--- src/rtl/cps2_sync_lock_ctrl_pkg.sv ---
// rtl/cps2_sync_lock_ctrl_pkg.sv - CPS2 timing constants and lock state encodings
package cps2_sync_lock_ctrl_pkg;

  localparam int H_TOTAL      = 512;
  localparam int V_TOTAL      = 262;
  localparam int PCLK_PER_PIX = 2;
  localparam int H_PERIOD_NOM = H_TOTAL * PCLK_PER_PIX;

  localparam int H_SAT = 2047;
  localparam int V_SAT = 1023;

  typedef enum logic [1:0] {
    ST_NOSIG   = 2'd0,
    ST_ACQUIRE = 2'd1,
    ST_LOCKED  = 2'd2,
    ST_HOLD    = 2'd3
  } lock_state_t;

  function automatic logic [7:0] sat_inc8(input logic [7:0] v);
    return (v == 8'hFF) ? v : v + 8'd1;
  endfunction

endpackage

--- src/rtl/cps2_sync_lock_ctrl_sync_period_meter.sv ---
// rtl/cps2_sync_lock_ctrl_sync_period_meter.sv - sync edge detect, line/frame measurement
module cps2_sync_lock_ctrl_sync_period_meter
  import cps2_sync_lock_ctrl_pkg::*;
#(
  parameter int H_PERIOD_EXP = H_PERIOD_NOM,
  parameter int H_TOL        = 4,
  parameter int V_TOTAL_EXP  = V_TOTAL
) (
  input  logic        clk,
  input  logic        rst_n,
  input  logic        hsync,
  input  logic        vsync,
  output logic [10:0] h_period,
  output logic [9:0]  v_lines,
  output logic        frame_bnd,
  output logic        frame_ok,
  output logic        timeout
);

  logic        hs_d1, hs_d2, vs_d1, vs_prev;
  logic [10:0] h_cnt;
  logic [9:0]  v_cnt;
  logic        frame_bad;
  logic        h_edge, v_fall, line_bad;
  logic [11:0] h_next;
  logic [10:0] h_meas;
  logic [10:0] v_next;
  logic [9:0]  v_meas;

  assign h_edge    = hs_d2 & ~hs_d1;
  assign v_fall    = vs_prev & ~vs_d1;
  assign frame_bnd = h_edge & v_fall;
  // An edge in the same cycle as saturation means the line did arrive in time.
  assign timeout   = (h_cnt == 11'(H_SAT)) & ~h_edge;

  // Saturating "+1" views of the counters and the tolerance window test.
  always_comb begin
    h_next   = {1'b0, h_cnt} + 12'd1;
    h_meas   = h_next[11] ? 11'(H_SAT) : h_next[10:0];
    v_next   = {1'b0, v_cnt} + 11'd1;
    v_meas   = v_next[10] ? 10'(V_SAT) : v_next[9:0];
    line_bad = (int'(h_next) > H_PERIOD_EXP + H_TOL) ||
               (int'(h_next) < H_PERIOD_EXP - H_TOL);
    frame_ok = (int'(v_next) == V_TOTAL_EXP) & ~frame_bad & ~line_bad;
  end

  // Sync input registers; VSYNC history only advances on HSYNC falling edges.
  always_ff @(posedge clk or negedge rst_n) begin
    if (!rst_n) begin
      hs_d1   <= 1'b1;
      hs_d2   <= 1'b1;
      vs_d1   <= 1'b1;
      vs_prev <= 1'b1;
    end else begin
      hs_d1 <= hsync;
      hs_d2 <= hs_d1;
      vs_d1 <= vsync;
      if (h_edge) vs_prev <= vs_d1;
    end
  end

  // Line/frame counters, captured measurements and the sticky bad-line flag.
  always_ff @(posedge clk or negedge rst_n) begin
    if (!rst_n) begin
      h_cnt     <= '0;
      v_cnt     <= '0;
      h_period  <= '0;
      v_lines   <= '0;
      frame_bad <= 1'b0;
    end else if (h_edge) begin
      h_cnt    <= '0;
      h_period <= h_meas;
      if (frame_bnd) begin
        v_cnt     <= '0;
        v_lines   <= v_meas;
        frame_bad <= 1'b0;
      end else begin
        v_cnt <= v_meas;
        if (line_bad) frame_bad <= 1'b1;
      end
    end else begin
      if (h_cnt != 11'(H_SAT)) h_cnt <= h_cnt + 11'd1;
      if (timeout) v_cnt <= '0;
    end
  end

endmodule

--- src/rtl/cps2_sync_lock_ctrl.sv ---
// rtl/cps2_sync_lock_ctrl.sv - CPS2 video timing lock supervisor with hysteresis
module cps2_sync_lock_ctrl
  import cps2_sync_lock_ctrl_pkg::*;
#(
  parameter int H_PERIOD_EXP  = H_PERIOD_NOM,
  parameter int H_TOL         = 4,
  parameter int V_TOTAL_EXP   = V_TOTAL,
  parameter int LOCK_FRAMES   = 4,
  parameter int UNLOCK_FRAMES = 2
) (
  input  logic        PCLK_i,
  input  logic        reset_n,
  input  logic        HSYNC_i,
  input  logic        VSYNC_i,
  output logic [10:0] h_period,
  output logic [9:0]  v_lines,
  output logic        frame_start,
  output logic [1:0]  state_o,
  output logic        locked,
  output logic        mute_o,
  output logic [7:0]  err_cnt
);

  localparam logic [3:0] LOCK_N   = 4'(LOCK_FRAMES);
  localparam logic [3:0] UNLOCK_N = 4'(UNLOCK_FRAMES);

  lock_state_t state, state_nxt;
  logic [3:0]  good_cnt, good_nxt, bad_cnt, bad_nxt;
  logic [7:0]  err_nxt;
  logic        frame_bnd, frame_ok, timeout;

  cps2_sync_lock_ctrl_sync_period_meter #(
    .H_PERIOD_EXP(H_PERIOD_EXP),
    .H_TOL       (H_TOL),
    .V_TOTAL_EXP (V_TOTAL_EXP)
  ) u_meter (
    .clk      (PCLK_i),
    .rst_n    (reset_n),
    .hsync    (HSYNC_i),
    .vsync    (VSYNC_i),
    .h_period (h_period),
    .v_lines  (v_lines),
    .frame_bnd(frame_bnd),
    .frame_ok (frame_ok),
    .timeout  (timeout)
  );

  assign state_o = state;
  assign locked  = (state == ST_LOCKED) || (state == ST_HOLD);

  // Lock FSM: timeout overrides everything, otherwise scored at frame boundaries.
  always_comb begin
    state_nxt = state;
    good_nxt  = good_cnt;
    bad_nxt   = bad_cnt;
    err_nxt   = err_cnt;
    if (timeout) begin
      state_nxt = ST_NOSIG;
      good_nxt  = '0;
      bad_nxt   = '0;
    end else if (frame_bnd) begin
      case (state)
        ST_NOSIG: begin
          // First frame after signal appears is partial, so it is not scored.
          state_nxt = ST_ACQUIRE;
          good_nxt  = '0;
          bad_nxt   = '0;
        end
        ST_ACQUIRE: begin
          if (!frame_ok) begin
            good_nxt = '0;
          end else if (good_cnt + 4'd1 == LOCK_N) begin
            state_nxt = ST_LOCKED;
            good_nxt  = '0;
            bad_nxt   = '0;
          end else begin
            good_nxt = good_cnt + 4'd1;
          end
        end
        ST_LOCKED: begin
          if (!frame_ok) begin
            err_nxt = sat_inc8(err_cnt);
            bad_nxt = 4'd1;
            if (UNLOCK_N == 4'd1) begin
              state_nxt = ST_ACQUIRE;
              good_nxt  = '0;
              bad_nxt   = '0;
            end else begin
              state_nxt = ST_HOLD;
            end
          end
        end
        ST_HOLD: begin
          if (frame_ok) begin
            state_nxt = ST_LOCKED;
            bad_nxt   = '0;
          end else begin
            err_nxt = sat_inc8(err_cnt);
            if (bad_cnt + 4'd1 == UNLOCK_N) begin
              state_nxt = ST_ACQUIRE;
              good_nxt  = '0;
              bad_nxt   = '0;
            end else begin
              bad_nxt = bad_cnt + 4'd1;
            end
          end
        end
        default: state_nxt = ST_NOSIG;
      endcase
    end
  end

  // State, hysteresis counters, error count, boundary pulse and muting register.
  always_ff @(posedge PCLK_i or negedge reset_n) begin
    if (!reset_n) begin
      state       <= ST_NOSIG;
      good_cnt    <= '0;
      bad_cnt     <= '0;
      err_cnt     <= '0;
      frame_start <= 1'b0;
      mute_o      <= 1'b1;
    end else begin
      state       <= state_nxt;
      good_cnt    <= good_nxt;
      bad_cnt     <= bad_nxt;
      err_cnt     <= err_nxt;
      frame_start <= frame_bnd;
      mute_o      <= ~locked;
    end
  end

endmodule

--- config.mk ---
export PLATFORM = sky130hd
export DESIGN_NAME = cps2_sync_lock_ctrl
export DESIGN_NICKNAME = d
export VERILOG_FILES = /design/src/rtl/cps2_sync_lock_ctrl_pkg.sv /design/src/rtl/cps2_sync_lock_ctrl_sync_period_meter.sv /design/src/rtl/cps2_sync_lock_ctrl.sv
export SDC_FILE = /design/constraint.sdc
export NUM_CORES = 1
export LEC_CHECK = 0
export CAP_MARGIN = 10
export CORE_MARGIN = 8
export CORE_UTILIZATION = 38
export DETAILED_ROUTE_END_ITERATION = 6
export PLACE_DENSITY = 0.54
export SYNTH_ARGS = -nofsm -noshare
export SYNTH_HDL_FRONTEND = slang
export SYNTH_SLANG_ARGS = --single-unit
--- constraint.sdc ---
create_clock -name PCLK_i -period 3.55 [get_ports PCLK_i]
set_input_delay 0.71 -clock PCLK_i [delete_from_list [all_inputs] [get_ports PCLK_i]]
set_output_delay 0.71 -clock PCLK_i [all_outputs]
set_load 0.05 [all_outputs]
Word-level counts from Yosys, hierarchy flattened
Cells that the tools add are included.

Register bits after elaboration: 67. Input port bits: 4. Output and inout port bits: 34. Logic and storage cells: 100.

$add $sub $neg: 6. Order comparisons: 2. Eq/ne operators: 15. Muxes and demuxes: 32. Bitwise operators: 15. Reduce and logical (&&, ||, !) cells: 15.

Operator list (count): $mux W4 (13); $mux W10 (4); $mux W11 (3); $pmux W4 S4 (1); $mux W2 (7); $add A11 B1 Y12 const B (1); $gt A12 B11 Y1 const B (1); $lt A12 B10 Y1 const B (1); $ne A3 B3 Y1 const B (4); $pmux W4 S3 (1); $add A10 B1 Y11 const B (1); $add A11 B1 Y11 const B (1); $eq A11 B10 Y1 const B (1); $eq A11 B11 Y1 const B (1); $ne A11 B11 Y1 const B (1); $reduce_and A5 Y1 (2); $not A1 Y1 (9); $add A4 B1 Y4 const B (2); $add A8 B1 Y8 const B (1); $eq A8 B8 Y1 const B (1); $pmux W2 S4 (1); $reduce_and A4 Y1 (2); $reduce_bool A2 Y1 (4); $and A1 B1 Y1 (6); other kinds (12) (16).

Longest topological paths before layout
Gate-level depths: netlist of the first run.

Word-level depth: 9. Depth in mapped cells: 11. Depth with buffers taken out: 9.

Modules after synthesis
Synthesis of the first run repeated with hierarchy kept, for this count alone.

Cell total of the unflattened synthesis: 400. Area, all modules: 3781.1 um^2.

By module, submodules not included: cps2_sync_lock_ctrl_sync_period_meter (instances 1, cells an instance 266, area each 2498.6 um^2, seq. area each 1181.1 um^2); cps2_sync_lock_ctrl (instances 1, cells an instance 134, area each 1282.5 um^2, seq. area each 501.7 um^2).

Least setup slack after synthesis of the first run
OpenSTA, ideal clock, no wires.

Path kind: register to register. Start point: register u_meter.h_cnt[3]. End point: register bad_cnt[0]. Setup time: 0.125 ns. Data arrival time: 2.425 ns. Data required time: 3.425 ns. Setup slack: 1.000 ns. Stages on the path, launching flop included: 11. Buffers on the path: 2. Clock period less this slack: 2.550 ns. Cells stage by stage: dfrtp_1 > buf_6 > and3_4 > buf_6 > and3_4 > or3_4 > a2111oi_4 > nor2_1 > o221ai_1 > or2_4 > mux2_4.

Word-level cells in the longest chain between the ends: 9. Elaborated cells on any way between the ends: 17. Those cells by class: add/sub (1); order compare (2); eq/ne (4); mux (4); bitwise (3); reduce/logical (3).

Ends and longest elaborated chain: start, declared (line cps2_sync_lock_ctrl_sync_period_meter.sv:21) `logic [10:0] h_cnt;`; start signal, assigned (line cps2_sync_lock_ctrl_sync_period_meter.sv:82) `if (h_cnt != 11'(H_SAT)) h_cnt <= h_cnt + 11'd1;`; $add A11 B1 Y12 (line cps2_sync_lock_ctrl_sync_period_meter.sv:38) `h_next = {1'b0, h_cnt} + 12'd1;`; $gt A12 B11 Y1 or $lt A12 B10 Y1 (tied branches) (line cps2_sync_lock_ctrl_sync_period_meter.sv:42, cps2_sync_lock_ctrl_sync_period_meter.sv:43); $logic_or A1 B1 Y1 (line cps2_sync_lock_ctrl_sync_period_meter.sv:42) `line_bad = (int'(h_next) > H_PERIOD_EXP + H_TOL) ||`; $not A1 Y1 (line cps2_sync_lock_ctrl_sync_period_meter.sv:44) `frame_ok = (int'(v_next) == V_TOTAL_EXP) & ~frame_bad & ~line_bad;`; $and A1 B1 Y1 (line cps2_sync_lock_ctrl_sync_period_meter.sv:44); $mux W4 (line cps2_sync_lock_ctrl.sv:94) `if (frame_ok) begin`; $pmux W4 S4 (line cps2_sync_lock_ctrl.sv:62) `case (state)`; $mux W4 (line cps2_sync_lock_ctrl.sv:61) `end else if (frame_bnd) begin`; $mux W4 (line cps2_sync_lock_ctrl.sv:57) `if (timeout) begin`; end signal, assigned (line cps2_sync_lock_ctrl.sv:125) `bad_cnt <= bad_nxt;`; end, declared (line cps2_sync_lock_ctrl.sv:28) `logic [3:0] good_cnt, good_nxt, bad_cnt, bad_nxt;`.

Several ways; a longest one is shown, not always the timed one. The select of a mux whose other input is x is not followed. A chain may end at the register's enable or synchronous reset.

Worst setup path in the final report of the first run
Start point: register u_meter.v_cnt[0]. End point: register err_cnt[1].

Word-level cells in the longest chain between the ends: 6.

Ends and longest elaborated chain: start, declared (line cps2_sync_lock_ctrl_sync_period_meter.sv:22) `logic [9:0] v_cnt;`; start signal, assigned (line cps2_sync_lock_ctrl_sync_period_meter.sv:78) `v_cnt <= v_meas;`; $add A10 B1 Y11 (line cps2_sync_lock_ctrl_sync_period_meter.sv:40) `v_next = {1'b0, v_cnt} + 11'd1;`; $eq A11 B10 Y1 (line cps2_sync_lock_ctrl_sync_period_meter.sv:44); $and A1 B1 Y1 (2 in a row) (line cps2_sync_lock_ctrl_sync_period_meter.sv:44); $not A1 Y1 (no line); $reduce_and A5 Y1 (no line); end signal, assigned (line cps2_sync_lock_ctrl.sv:126) `err_cnt <= err_nxt;`; end, declared (line cps2_sync_lock_ctrl.sv:21) `output logic [7:0] err_cnt`.

No other way between the ends.

==> impl_metrics.py, run 1 <==
metrics = {
    "timing": {
        "slew_headroom": 0.334,
        "fin_skew_ps": 10.5,
        "period_needed_ps": 2800,
        "fmax_ghz": 0.357,
        "rsz0062_at_grt": "false",
        "setup_viol_count_final": 0,
        "fin_crit_sh": 0.788,
        "hold_ws_ps": 378,
        "tightest_slew_ps": 995,
        "totalNegativeSetupSlack_ps": 0,
        "final_hold_viol_count": 0,
        "drv_slew": 0,
    },
    "yosys": {
        "synth_edf_count": 0,
        "yosys_warnings": 0,
        "ys_types": 65,
        "synthFlopType": "dfrtp_1",
        "yosysMostFrequentCell": "dfrtp_1",
        "ys_seq_area_frac": 0.457,
        "synthCells": 386,
        "synth_area_leaders": "dfrtp_1, a21oi_1, nand2_1",
        "yosysTopAreaCell": "dfrtp_1",
        "synth_area_um2": 3680,
        "syn-num-nets": 398,
        "postSynthAreaPerCell_um2": 9.55,
        "synth_top_area_frac": 0.421,
        "synth_commonest_cells": "dfrtp_1, nand2_1, a21oi_1, nor2_1, nand3_1",
        "synthArstFlopShare": 1.00,
        "synth-seq-cells": 67,
    },
    "drt": {
        "via_per_inst": 5.24,
        "drt-met1-wl_um": 4310,
        "antenna_left": 0,
        "drcViolationCount": 0,
        "wl_met3_um": 416,
        "wirelength_um": 8530,
        "wl_met2_um": 3670,
        "wl_per_cell_um": 15.5,
        "vias": 2890,
        "first_iter_violations": 160,
        "top_layer": "met4",
        "drt_pass1_iterations": 4,
    },
    "cells_and_area": {
        "area_growth_pct": 18.6,
        "post-route-util": 0.456,
        "antenna_cells": 0,
        "multiInputGateArea_um2": 1820,
        "seq_area_um2": 1680,
        "fillers": 914,
        "final_nets": 426,
        "stdcell_count": 552,
        "drive_above_1_share": 0.107,
    },
    "run": {
        "cap_violations": 0,
    },
    "floorplan": {
        "die_height_um": 114,
        "die_x_um": 114,
        "die-area_um2": 13100,
        "rows": 36,
        "ios": 38,
        "start_util": 0.384,
        "design.core.area_um2": 9590,
    },
    "clock_network": {
        "clk_latency_ps": 350,
        "cts_buffer_depth": 2,
        "cts.sinks": 67,
        "cts_max_level": 3,
        "post_cts_buffers": 0,
        "clk_pin_slew_worst_paths_ps": 80,
        "cts_resized": 0,
        "tritoncts": "built",
        "cts-root-buf": "clkbuf_8",
        "postCtsHoldBufs": 0,
        "cts_made_buffers": 9,
    },
    "placement": {
        "place_inst": 536,
        "gp_congestion": 0.871,
        "numPortBuffers": 37,
        "dp_hpwl_um": 5970,
    },
    "worst_setup_path": {
        "start_kind": "flip-flop",
        "r2r_slack_ps": 750,
        "reg2reg_depth": 8,
        "worstSetupPathType": "flip-flop to flip-flop",
        "endpoint_kind": "flip-flop",
        "cp.required_ps": 3780,
        "crit_arrival_ps": 3030,
        "cp_max_fo": 8,
    },
    "grt": {
        "gr-total-overflow": 0,
        "grt_start_max_net_pins": 40,
        "grt_util_all_layers": 0.140,
        "grt_pass1_wl_um": 14500,
        "grt_antenna_before_repair": 0,
        "grt_pass1_vias": 2849,
    },
    "power_and_ir_drop": {
        "power_mw": 2.30,
        "peakVddDrop_mv": 0.204,
        "power_density_nw_per_um2": 526,
        "leakagePower_nw": 1.81,
    },
    "min_path": {
        "holdPathStages": 0,
        "holdCritPathClass": "flip-flop to flip-flop",
    },
    "run_status": {
        "status": "complete, no violations",
    },
}
cells by family (layout without fill, tap and decap cells):
logic type	Yosys count	count (layout)	synth area share
DFF	67	67	0.457
AOI/OAI and AO/OA	93	93	0.171
xor gates and xnor gates	22	22	0.0523
and+or+nand+nor	156	156	0.220
muxes	7	7	0.0221
adders and majority gates	8	8	0.0272
buffers and inverters	33	66	0.0506
per-stage QoR:
stage	instance area [µm²]	setup WS (ps)
after floorplan	3680	1000
after global placement	4110	814
after detailed placement	4110	789
after CTS	4370	769
after global routing	4370	589
final	4370	751
per-layer routing:
metal | vias to the layer above | global-route usage
met1 | 1387 | 0.190
met2 | 59 | 0.205
met3 | 11 | 0.0359
li1 | 1433 | -
met4 | 0 | 0.0577
met5 | - | 0
state kept, by name (all words and copies together) (netlist names), 2 cells and up:
name and cells:
good_cnt 4, u_meter.h_period 11, bad_cnt 4, err_cnt 8, state_o 2, u_meter.v_cnt 10, u_meter.h_cnt 11, u_meter.v_lines 10
layout make-up:
type	count	area share
Sequential cell	67	0.385
Tap cell	133	0.0381
Clock inverter	6	0.0315
Clock buffer	10	0.0292
Timing Repair Buffer	41	0.0933
Multi-Input combinational cell	286	0.415
Inverter	9	0.00773
final timing paths:
kind                                        from             endpoint
worst max-delay path            u_meter.v_cnt[0]           err_cnt[1]
worst min-delay path               u_meter.hs_d1        u_meter.hs_d2
worst max register to register  u_meter.v_cnt[0]           err_cnt[1]
worst min register to register     u_meter.hs_d1        u_meter.hs_d2
max in group asynchronous                reset_n               mute_o
min in group asynchronous                reset_n  u_meter.h_period[1]
worst max-delay path: stages (launching register included):
cell	delay, ps
dfrtp_1	460
ha_1	280
and4_1	350
nand2_1	120
and3b_1	200
o221a_2	310
o21a_2	190
a311oi_4	440
mux2_4	340
power breakdown:
part           internal [mW]  total [mW]  switching (mW)  leakage, nW
clock network          0.540       0.845           0.304        0.131
registers              0.847       0.929          0.0821        0.865
logic                  0.183       0.525           0.343        0.812
total                   1.57        2.30           0.729         1.81
layout by cell type (no fill, tap or decap), drive strengths merged, types with 4 or more instances in the layout:
cell type      count
dfstp              5
inv                8
nor2              35
nor3               8
ha                 8
a31oi              7
nand4             10
clkdlybuf4s50     36
nand3             20
a22o               4
nand2b             5
a211oi             4
and3               7
buf                5
and4               5
bufinv             4
xnor2             15
xor2               7
dfrtp             62
nand3b             6
o21ai             21
clkbuf            10
a21oi             35
nand2             41
mux2i              4
(Power assumes the default switching activity.)
==> inputs of run 2 (changes only) <==
==> constraint.sdc (replaced) <==
create_clock -name PCLK_i -period 2.85 [get_ports PCLK_i]
set_input_delay 0.57 -clock PCLK_i [delete_from_list [all_inputs] [get_ports PCLK_i]]
set_output_delay 0.57 -clock PCLK_i [all_outputs]
set_load 0.05 [all_outputs]
==> run 2 against run 1 <==
Net effect:
- largest cell class unchanged
- critical path depth grew 1
- critical path type unchanged
- combinational power grew 28%
- count of clock-buffer cells in the layout grew 4
- flip-flop and latch count is the same
- largest power group unchanged
- highest routed layer unchanged
==> impl_metrics.py, run 2 (synthesized netlist as in run 1, its figures left out) <==
metrics = {
    "timing": {
        "setup_viol_count_final": 0,
        "slew_headroom": 0.384,
        "fin_skew_ps": 6.37,
        "rsz0062_at_grt": "true",
        "fin_crit_sh": 0.941,
        "final_hold_viol_count": 0,
        "totalNegativeSetupSlack_ps": 0,
        "fmax_ghz": 0.373,
        "drv_slew": 0,
        "fin_ws_ps": 168,
        "period_needed_ps": 2680,
        "tightest_slew_ps": 920,
    },
    "power_and_ir_drop": {
        "peakVddDrop_mv": 0.235,
        "leakagePower_nw": 1.81,
        "power_density_nw_per_um2": 603,
    },
    "clock_network": {
        "cts_made_buffers": 9,
        "clk_pin_slew_worst_paths_ps": 70,
        "clk_latency_ps": 350,
        "cts_max_level": 3,
        "cts-root-buf": "clkbuf_8",
        "tritoncts": "built",
        "cts.sinks": 67,
        "cts_buffer_depth": 2,
    },
    "drt": {
        "antenna_left": 0,
        "via_per_inst": 5.29,
        "vias": 2957,
        "first_iter_violations": 156,
        "drcViolationCount": 0,
        "wirelength_um": 8550,
        "drt_pass1_iterations": 4,
        "wl_per_cell_um": 15.3,
    },
    "min_path": {
        "holdCritPathClass": "primary input to async pin",
    },
    "worst_setup_path": {
        "r2r_start": "u_meter.v_cnt[1]",
        "crit_buf_inv": 1,
        "regToRegEndpoint": "err_cnt[1]",
        "reg2reg_depth": 9,
        "worstSetupPathType": "flip-flop to flip-flop",
        "cp.required_ps": 3080,
        "cp_max_fo": 8,
        "crit_path_top_delay_cell": "dfrtp_1",
        "slowest_delay_ps": 390,
        "crit_arrival_ps": 2910,
        "crit_cells": 9,
        "crit_family": "compound AO/OA/AOI/OAI gates",
        "r2r_slack_ps": 170,
        "endpoint_kind": "flip-flop",
        "path_cells": "ha_1 > and4_1 > nand2_1 > and3b_1 > o221a_2 > o21a_2 > a311oi_4 > buf_4 > mux2_4",
        "start_kind": "flip-flop",
    },
    "floorplan": {
        "ios": 38,
        "start_util": 0.384,
        "design.core.area_um2": 9590,
        "die_height_um": 114,
        "die-area_um2": 13100,
        "rows": 36,
        "die_x_um": 114,
    },
    "cells_and_area": {
        "top_regs": "u_meter.h_cnt (11), u_meter.h_period (11)",
        "area_growth_pct": 18.4,
        "antenna_cells": 0,
        "final_cell_mix": "dfrtp_1, nand2_1, clkdlybuf4s50_1, a21oi_1, nor2_1",
        "final_nets": 433,
        "drive_above_1_share": 0.122,
        "mostFrequentLayoutCell": "dfrtp_1",
    },
    "placement": {
        "dp_hpwl_um": 6110,
        "gp_congestion": 0.844,
        "pre_cts_ws_ps": 100,
        "numPortBuffers": 37,
    },
    "grt": {
        "grt_util_all_layers": 0.140,
        "grt_antenna_before_repair": 0,
        "grt_pass1_wl_um": 14400,
        "grt_start_max_net_pins": 68,
        "gr-total-overflow": 0,
        "grt_pass1_vias": 2893,
    },
    "run_status": {
        "status": "complete, no violations",
    },
    "run": {
        "cap_violations": 0,
    },
}
-- run 2: cell types whose count changed in the layout (fill, tap and decap cells not counted), sizes merged --
cell | previous run | this run
buf | 5 | 12
clkbuf | 10 | 14
bufinv | 4 | 1
clkinv | 3 | 2
-- run 2: worst max-delay path by stage --
stage / startpoint / end
finish: u_meter.v_cnt[1] / err_cnt[1]
global route: u_meter.h_cnt[1] / bad_cnt[0]
CTS: u_meter.h_cnt[1] / err_cnt[3]
detailed placement: u_meter.h_cnt[1] / err_cnt[3]
global placement: u_meter.h_cnt[1] / err_cnt[1]
floorplan: u_meter.h_cnt[3] / bad_cnt[0]
-- run 2: final cells by class --
class | count | area (µm²)
inverters | 9 | 33.8
repair buffers | 48 | 460
flip-flops and latches | 67 | 1680
multi-input cells | 286 | 1820
fillers | 923 | 5230
clock inverters | 2 | 35.0
clock buffers | 14 | 163
well taps | 133 | 166
-- run 2: power by group --
group | switching (mW) | leakage (nW) | internal [mW]
clock | 0.353 | 0.101 | 0.452
combinational | 0.435 | 0.843 | 0.237
sequential | 0.100 | 0.865 | 1.06
total | 0.889 | 1.81 | 1.74
-- run 2: per-layer routing --
metal,vias up,wire length [µm],track usage
met4,0,166,0.0665
met3,15,299,0.0343
met2,42,3890,0.211
li1,1449,-,-
met5,-,0,0
met1,1451,4190,0.182
-- run 2: worst register-to-register path, stage by stage, from the launching register on --
cell	delay, ps
dfrtp_1	390
ha_1	260
and4_1	350
nand2_1	110
and3b_1	200
o221a_2	300
o21a_2	190
a311oi_4	260
buf_4	200
mux2_4	300
-- run 2: repair_timing --
| item | CTS | global route |
|---|---|---|
| gates resized for setup | 0 | 2 |
| buffers inserted | 0 | 1 |
| hold buffers | 0 | 0 |
| endpoints found under the setup margin | 0 | 8 |
-- run 2: stage by stage --
stage	instances	cell area (µm²)	hold WS, ps	power (mW)	utilization
2_1_floorplan	386	3680	274	1.63	-
3_3_place_gp	542	4150	370	1.84	0.433
3_5_place_dp	542	4150	374	1.85	0.433
4_1_cts	558	4350	245	2.66	0.453
5_1_grt	559	4360	249	2.77	0.455
6_report	559	4360	212	2.63	0.455
